$ cat src/rtl/counter_seq_ctrl_pkg.sv
// Shared definitions for the counter sequencer: FSM state encodings.
package counter_seq_ctrl_pkg;

   localparam int STATE_W = 3;

   typedef enum logic [STATE_W-1:0] {
      ST_IDLE = 3'd0,
      ST_LOAD = 3'd1,
      ST_RUN  = 3'd2,
      ST_STEP = 3'd3,
      ST_HALT = 3'd4
   } state_t;

endpackage

$ cat src/rtl/key_event.sv
// Turns a raw active-low pushbutton into a single registered press pulse.
// Two synchronizer flops, one history flop, falling-edge detect.
module key_event (
   input  logic CLOCK_50,
   input  logic reset,
   input  logic key_n,
   output logic press
);

   logic sync_0;
   logic sync_1;
   logic hist;

   // Chain presets to "released" so reset release never looks like a press.
   always_ff @(posedge CLOCK_50) begin
      if (reset) begin
         sync_0 <= 1'b1;
         sync_1 <= 1'b1;
         hist   <= 1'b1;
         press  <= 1'b0;
      end else begin
         sync_0 <= key_n;
         sync_1 <= sync_0;
         hist   <= sync_1;
         press  <= hist & ~sync_1;
      end
   end

endmodule

$ cat src/rtl/counter_seq_ctrl.sv
// Sequencer for the loadable up/down counter: converts key presses into
// single-cycle load / count strobes with load, step, free-run and halt modes.
module counter_seq_ctrl
   import counter_seq_ctrl_pkg::*;
#(
   parameter int W           = 3,
   parameter int BASE_DIV    = 2**22,
   parameter bit STOP_AT_END = 1'b1
) (
   input  logic         CLOCK_50,
   input  logic         reset,
   input  logic         key_load_n,
   input  logic         key_step_n,
   input  logic         key_run_n,
   input  logic         dir_up,
   input  logic [1:0]   rate_sel,
   input  logic [W-1:0] load_val,
   input  logic [W-1:0] cnt_q,
   output logic         cnt_load,
   output logic [W-1:0] cnt_load_d,
   output logic         cnt_en,
   output logic         cnt_up,
   output logic [2:0]   state,
   output logic         at_end
);

   localparam int PW = $clog2(BASE_DIV) + 3;

   state_t        state_q;
   state_t        state_d;
   logic          ev_load;
   logic          ev_step;
   logic          ev_run;
   logic [PW-1:0] presc;
   logic [PW-1:0] presc_lim;
   logic          tick;
   logic          halt_due;

   key_event u_key_load (.CLOCK_50(CLOCK_50), .reset(reset), .key_n(key_load_n), .press(ev_load));
   key_event u_key_step (.CLOCK_50(CLOCK_50), .reset(reset), .key_n(key_step_n), .press(ev_step));
   key_event u_key_run  (.CLOCK_50(CLOCK_50), .reset(reset), .key_n(key_run_n),  .press(ev_run));

   // ">=" rather than "==" so a shortened period fires at once instead of wrapping.
   assign presc_lim = PW'((BASE_DIV << rate_sel) - 1);
   assign tick      = (presc >= presc_lim);
   assign halt_due  = STOP_AT_END && at_end;
   assign state     = state_q;

   always_ff @(posedge CLOCK_50) begin
      if (reset) begin
         state_q <= ST_IDLE;
      end else begin
         state_q <= state_d;
      end
   end

   always_comb begin
      state_d = state_q;
      case (state_q)
         ST_IDLE: begin
            if (ev_load)      state_d = ST_LOAD;
            else if (ev_run)  state_d = ST_RUN;
            else if (ev_step) state_d = ST_STEP;
         end
         ST_LOAD: state_d = ST_IDLE;
         ST_STEP: state_d = ST_IDLE;
         ST_RUN: begin
            if (ev_load)               state_d = ST_LOAD;
            else if (ev_run)           state_d = ST_IDLE;
            else if (tick && halt_due) state_d = ST_HALT;
         end
         ST_HALT: begin
            if (ev_load)     state_d = ST_LOAD;
            else if (ev_run) state_d = ST_RUN;
         end
         default: state_d = ST_IDLE;
      endcase
   end

   always_comb begin
      cnt_load = 1'b0;
      cnt_en   = 1'b0;
      case (state_q)
         ST_LOAD: cnt_load = 1'b1;
         ST_STEP: cnt_en   = 1'b1;
         ST_RUN:  cnt_en   = tick && !halt_due;
         default: ;
      endcase
   end

   // Prescaler only advances while staying in RUN, so every entry starts a fresh period.
   always_ff @(posedge CLOCK_50) begin
      if (reset) begin
         presc      <= '0;
         cnt_load_d <= '0;
         cnt_up     <= 1'b1;
         at_end     <= 1'b0;
      end else begin
         if (state_d != ST_RUN || state_q != ST_RUN || tick) begin
            presc <= '0;
         end else begin
            presc <= presc + 1'b1;
         end
         if (state_d == ST_LOAD) begin
            cnt_load_d <= load_val;
         end
         cnt_up <= dir_up;
         at_end <= cnt_up ? (&cnt_q) : ~(|cnt_q);
      end
   end

endmodule

$ cat config.mk
export PLATFORM = sky130hd
export DESIGN_NAME = counter_seq_ctrl
export DESIGN_NICKNAME = d
export VERILOG_FILES = /design/src/rtl/counter_seq_ctrl_pkg.sv /design/src/rtl/key_event.sv /design/src/rtl/counter_seq_ctrl.sv
export SDC_FILE = /design/constraint.sdc
export NUM_CORES = 1
export LEC_CHECK = 0
export ABC_AREA = 0
export CELL_PAD_IN_SITES_DETAIL_PLACEMENT = 0
export CELL_PAD_IN_SITES_GLOBAL_PLACEMENT = 1
export CORE_ASPECT_RATIO = 0.5
export CORE_UTILIZATION = 45
export CTS_CLUSTER_SIZE = 24
export DETAILED_ROUTE_END_ITERATION = 6
export PLACE_DENSITY_LB_ADDON = 0.1
export SLEW_MARGIN = 20
export SYNTH_ARGS = -nofsm -noshare
export SYNTH_HDL_FRONTEND = slang
export SYNTH_HIERARCHICAL = 1
export SYNTH_SLANG_ARGS = --single-unit
$ cat constraint.sdc
create_clock -name CLOCK_50 -period 6.19 [get_ports CLOCK_50]
set_input_delay 1.238 -clock CLOCK_50 [delete_from_list [all_inputs] [get_ports CLOCK_50]]
set_output_delay 1.238 -clock CLOCK_50 [all_outputs]
set_load 0.02 [all_outputs]
==> out/results.ini, run 1 <==
[setup_path]
rr_startpoint = presc[24]
endpoint_kind = primary output
critPathArrivalTime_ns = 3.48
startpoint = rate_sel[1]
start_kind = primary input
cpMaxStageDelayCell = clkdlybuf4s50_1
critical_path_class = primary input to primary output
required_ns = 4.95
max_stage_delay_ns = 0.66
crit_fanout = 3
path_cells = clkdlybuf4s50_1 -> nand2_1 -> ha_1 -> nand3_1 -> nor3_1 -> a311oi_1 -> nor3_1 -> clkdlybuf4s50_1

[drt]
wl_met1_um = 1954
vias = 1602
initialDrtViolationCount = 89
post_drt_wl_per_cell_um = 13.32
ant_nets = 0
viasPerCell = 5.505
wl_met3_um = 222
drc = 0
wl_um = 3877
wl_met2_um = 1652
maxUsedRoutingLayer = met4
firstDrtPassIters = 4

[floorplan]
rows = 16
die_height_um = 48.83
io_pins = 24
start_util_pct = 48.79
fp.dieW_um = 95.65
coreArea_sq_um = 4044
fp.dieArea_sq_um = 4670

[clock_network]
htree_num_levels = 2
clockBufferDepth = 2
cts_made_buffers = 5
cts_resized = 0
clkLatencyLatePin_ns = 0.30
hold_buffers = 0
post_cts_buffers = 0
clkSinkCount = 45
cts_tree = built
cts_root_buf = clkbuf_8
clkSlewWorstSetupHoldPaths_ns = 0.08

[placed_design]
place_ws_ns = 1.489
place.gp.congestion = 0.7405
dp_hpwl_um = 2578
port_buffers = 23

[outcome]
status = completed

[cells_and_area]
diodes = 0
largest_reg_flops = 25
layout.nets = 254
area_growth_pct = 20.61
top_register = presc
drive_above_1_share_pct = 8.439
fin_util_pct = 58.85

[global_routing]
grt_start_max_net_pins = 27
antenna_found_initial = 0
groute.usage.overall_pct = 17.97
grt_overflow = 0
grt_pass1_vias = 1396
grt_pass1_wl_um = 6334

[synth]
synth_warnings = 6
synth_ff_type = dfxtp_1
yosys.area.top_type = dfxtp_1
syn_inst = 210
ys_async_sr_fraction_pct = 0
synth-edff-count = 0
ys_ff_latch = 45
synthTopCellsByArea = dfxtp_1 (46%), nor2_1 (4.4%), a21oi_1 (3.6%)
synth_cell_type_count = 43
syn_nets = 228
yosysSeqAreaShare_pct = 45.66
postSynthAreaPerCell_sq_um = 9.396
synth.top_cell.area_share_pct = 45.66
syn-cell-area_sq_um = 1973

[timing]
worst_pin_slew_ns = 0.7024
finalHoldViolations = 0
fin_crit_sh_pct = 76.28
whs_ns = 0.4087
slew_violations = 0
finalSetupViolCount = 0
grt_setup_unrepaired = false
slew_headroom_pct = 53.00
min_period_ns = 4.722
finalClockSkew_ns = 0.01056
setup_slack_ns = 1.468
fin_tns_setup_ns = 0
fmax_ghz = 0.2118

[power_and_ir_drop]
power_density_nw_per_um2 = 252.6
peakVddDrop_uv = 150.0
p_leak_nw = 0.7624

[hold_path]
hold_path_startpoint = u_key_step/sync_0
min_path_type = register to register

[job]
drv_cap = 0

[synthesized netlist by cell type (all sizes together), types with 3 or more instances]
cell type and count:
dfxtp 45, nor2 23, a21oi 15, nand3 12, nand4 10, or2 10
nand2 9, or4 9, xor2 7, inv 6, xnor2 6, o21ai 5
o31ai 5, buf 4, ha 4, nor3 4, nor3b 4, nor4 4
and3 3, mux2i 3, or3 3
[report_power, final]
part           internal, mW  switching (mW)  total, mW
sequential            0.295         0.00551      0.301
combinational        0.0195          0.0181     0.0376
clock                 0.160           0.102      0.263
[kinds of logic (layout without fill, tap and decap cells)]
logic type	after synthesis	after routing	synth area share (%)
xor+xnor	13	13	5.770
flops	45	45	45.66
mux	3	3	1.522
compound gates	34	34	11.54
fa+ha+maj	4	4	2.537
simple gates	101	101	30.18
buf+inv	10	37	2.790
[critical path, delay by kind of cell]
family          cells  cell delay [ns]
fa+ha+maj           1             0.32
simple gates        4             0.62
buf+inv             2             1.17
compound gates      1             0.13
[through the flow]
step                total power, mW  area [sq um]  std cells
global placement             0.3443          2238        283
floorplan                    0.3269          1973        210
global route                 0.6232          2380        291
CTS                          0.6053          2372        291
detailed placement           0.3446          2238        283
finish                       0.6010          2380        291
[final timing paths]
kind                        to  slack, ns  depth (start not counted)
max reg2reg           state[1]       3.91                          5
min          u_key_step/sync_1       0.41                          1
max                     cnt_en       1.47                          8
min reg2reg  u_key_step/sync_1       0.41                          1
[cell usage in the layout (no fill, tap or decap), types with 2 or more instances in the layout]
| cell type | Yosys | routed |
|---|---|---|
| ha_1 | 4 | 4 |
| or2_1 | 9 | 9 |
| o21ai_0 | 4 | 4 |
| clkbuf_8 | 0 | 5 |
| nand2_1 | 9 | 9 |
| or4_4 | 4 | 4 |
| clkdlybuf4s50_1 | 0 | 23 |
| o31ai_1 | 5 | 5 |
| inv_1 | 6 | 6 |
| a21oi_1 | 14 | 14 |
| bufinv_16 | 0 | 2 |
| and4_1 | 2 | 2 |
| nor3b_1 | 4 | 4 |
| o41ai_1 | 2 | 2 |
| or3_1 | 2 | 2 |
| mux2i_1 | 3 | 3 |
| nor2_1 | 23 | 23 |
| xor2_1 | 7 | 7 |
| or4_1 | 4 | 4 |
| nand4b_1 | 2 | 2 |
| nand3b_1 | 2 | 2 |
| and3_1 | 3 | 3 |
| nand4_1 | 9 | 9 |
| xnor2_1 | 6 | 6 |
| nor4_1 | 4 | 4 |
| nor3_1 | 4 | 4 |
| dfxtp_1 | 45 | 45 |
| a21o_1 | 2 | 2 |
| nand3_1 | 12 | 12 |
[area by class of cell]
class                           count  area, sq um
Fill cell                         361         1664
Timing Repair Buffer               23        230.2
Clock buffer                        5        68.82
Tap cell                           54        67.56
Multi-Input combinational cell    155         1025
Sequential cell                    45        900.9
Clock inverter                      3        65.06
Inverter                            6        22.52
[layer usage]
layer	up-vias	track usage, %
li1	821	-
met2	36	27.26
met1	740	23.20
met5	-	0
met3	5	6.854
met4	0	6.716
Power figures use the tool's default switching activity.
==> run 2, diff against run 1 <==
--- a/config.mk
+++ b/config.mk
@@ -9,7 +9,7 @@
 export CELL_PAD_IN_SITES_DETAIL_PLACEMENT = 0
 export CELL_PAD_IN_SITES_GLOBAL_PLACEMENT = 1
 export CORE_ASPECT_RATIO = 0.5
-export CORE_UTILIZATION = 45
+export CORE_UTILIZATION = 42
 export CTS_CLUSTER_SIZE = 24
 export DETAILED_ROUTE_END_ITERATION = 6
 export PLACE_DENSITY_LB_ADDON = 0.1
==> constraint.sdc (replaced) <==
create_clock -name CLOCK_50 -period 4.43 [get_ports CLOCK_50]
set_input_delay 0.886 -clock CLOCK_50 [delete_from_list [all_inputs] [get_ports CLOCK_50]]
set_output_delay 0.886 -clock CLOCK_50 [all_outputs]
set_load 0.02 [all_outputs]
==> run 2 against run 1 <==
Against the previous run: combinational power rose by 43%; register-to-register slack worse by 1.7 ns; clock power rose by 21%; sequential share of layout area grew 0.12 points; total power grew 32%; cell area fell by 0.32%; worst hold slack better by 0.00056 ns; wire length grew 2.6%; non-clock buffer count is 2 higher; clock skew fell by 0.0067 ns; largest cell class unchanged; setup slack got worse by 1.0 ns; critical endpoint unchanged.
==> out/results.ini, run 2 (synthesized netlist as in run 1, its figures left out) <==
[outcome]
status = completed

[placed_design]
place_area_sq_um = 2257
placedCellCount = 288
port_buffers = 23
place_ws_ns = 0.4542
dp_hpwl_um = 2723
place.gp.congestion = 0.7478

[timing]
setup_slack_ns = 0.4504
finalSetupViolCount = 0
grt_setup_unrepaired = false
slew_headroom_pct = 60.91
finalHoldViolations = 0
slew_violations = 0
fin_tns_setup_ns = 0
worst_pin_slew_ns = 0.5828
min_period_ns = 3.980
fin_crit_sh_pct = 89.83
finalClockSkew_ns = 0.003868
fmax_ghz = 0.2513

[clock_network]
post_cts_buffers = 0
clkSinkCount = 45
htree_num_levels = 2
cts_resized = 0
clockBufferDepth = 2
hold_buffers = 0
cts_tree = built
clkLatencyLatePin_ns = 0.31
cts_made_buffers = 5
clkSlewWorstSetupHoldPaths_ns = 0.08
cts_root_buf = clkbuf_8

[floorplan]
coreArea_sq_um = 4446
fp.dieArea_sq_um = 4993
io_pins = 24
start_util_pct = 44.39
rows = 17
die_height_um = 50.47
fp.dieW_um = 98.93

[drt]
vias = 1595
post_drt_wl_per_cell_um = 13.43
ant_nets = 0
firstDrtPassIters = 4
wl_um = 3976
viasPerCell = 5.389
drc = 0
initialDrtViolationCount = 39

[setup_path]
ff2ff_setup_slack_ns = 2.19
required_ns = 3.54
critPathArrivalTime_ns = 3.09
crit_fanout = 3
endpoint_kind = primary output
start_kind = primary input
critical_path_class = primary input to primary output

[power_and_ir_drop]
peakVddDrop_uv = 172.8
finalPower_mw = 0.7914
p_leak_nw = 0.7565
power_density_nw_per_um2 = 333.6

[global_routing]
antenna_found_initial = 0
grt_start_max_net_pins = 21
grt.met3_usage_pct = 8.217
busiest_layer = met2
groute.usage.overall_pct = 17.86
use_met1_pct = 21.97
grt_pass1_wl_um = 6734
use_met2_pct = 28.55
grt_pass1_vias = 1517
grt_overflow = 0

[job]
drv_cap = 0

[cells_and_area]
top_register = presc
area_growth_pct = 20.23
stdcell_area_sq_um = 2372
final_cell_mix = dfxtp_1 (45), nor2_1 (23), clkdlybuf4s50_1 (23), a21oi_1 (14), nand3_1 (12)
layout.nets = 256
layout_commonest_cell = dfxtp_1
largest_reg_flops = 25
fin_cells = 296
diodes = 0
drive_above_1_share_pct = 9.205

[hold_path]
min_path_type = register to register

run 2: cell types whose count changed in the layout (fill, tap and decap cells not counted):
cell,previous run,this run
buf_4,0,2
bufinv_16,2,1
clkinv_4,0,1
o21ai_4,1,0
o21ai_2,0,1
clkinvlp_4,0,1
clkinv_2,1,0
run 2: metrics by stage:
stage                     utilization (%)  hold slack [ns]
final                               53.36           0.4093
after detailed placement            50.77           0.3905
after floorplan                         -           0.3832
after global routing                53.36           0.4283
after global placement              50.77           0.3854
after CTS                           53.36           0.4120
run 2: area by class of cell:
| cell class | instances | area (sq um) |
|---|---|---|
| inverter | 6 | 22.52 |
| tap | 57 | 71.32 |
| clock inverter | 3 | 46.29 |
| fill | 424 | 2073 |
| clock buffer | 5 | 68.82 |
| sequential | 45 | 900.9 |
| multi-input combinational | 155 | 1017 |
| timing repair buffer | 25 | 245.2 |
run 2: metal layers:
metal | vias up | share of wire, %
met3 | 0 | 5.5
met5 | - | 0
met4 | 0 | 0
li1 | 828 | -
met2 | 31 | 45
met1 | 736 | 50
run 2: report_power, final:
group | switching (mW) | internal (mW)
Combinational | 0.0252 | 0.0284
Sequential | 0.00798 | 0.412
Clock | 0.149 | 0.169
Total | 0.182 | 0.610
run 2: worst paths after layout:
kind                                    endpoint  cells after the start              from
worst max-delay path                      cnt_en                      8       rate_sel[1]
worst min-delay path            u_key_run/sync_1                      1  u_key_run/sync_0
worst max register to register         presc[10]                      6         presc[24]
worst min register to register  u_key_run/sync_1                      1  u_key_run/sync_0
run 2: critical path: stages:
cell and delay, ns:
clkdlybuf4s50_1 0.49, nand2_1 0.07, ha_1 0.34, nand3_1 0.11
nor3_1 0.25, a311oi_1 0.14, nor3_1 0.19, clkdlybuf4s50_1 0.62
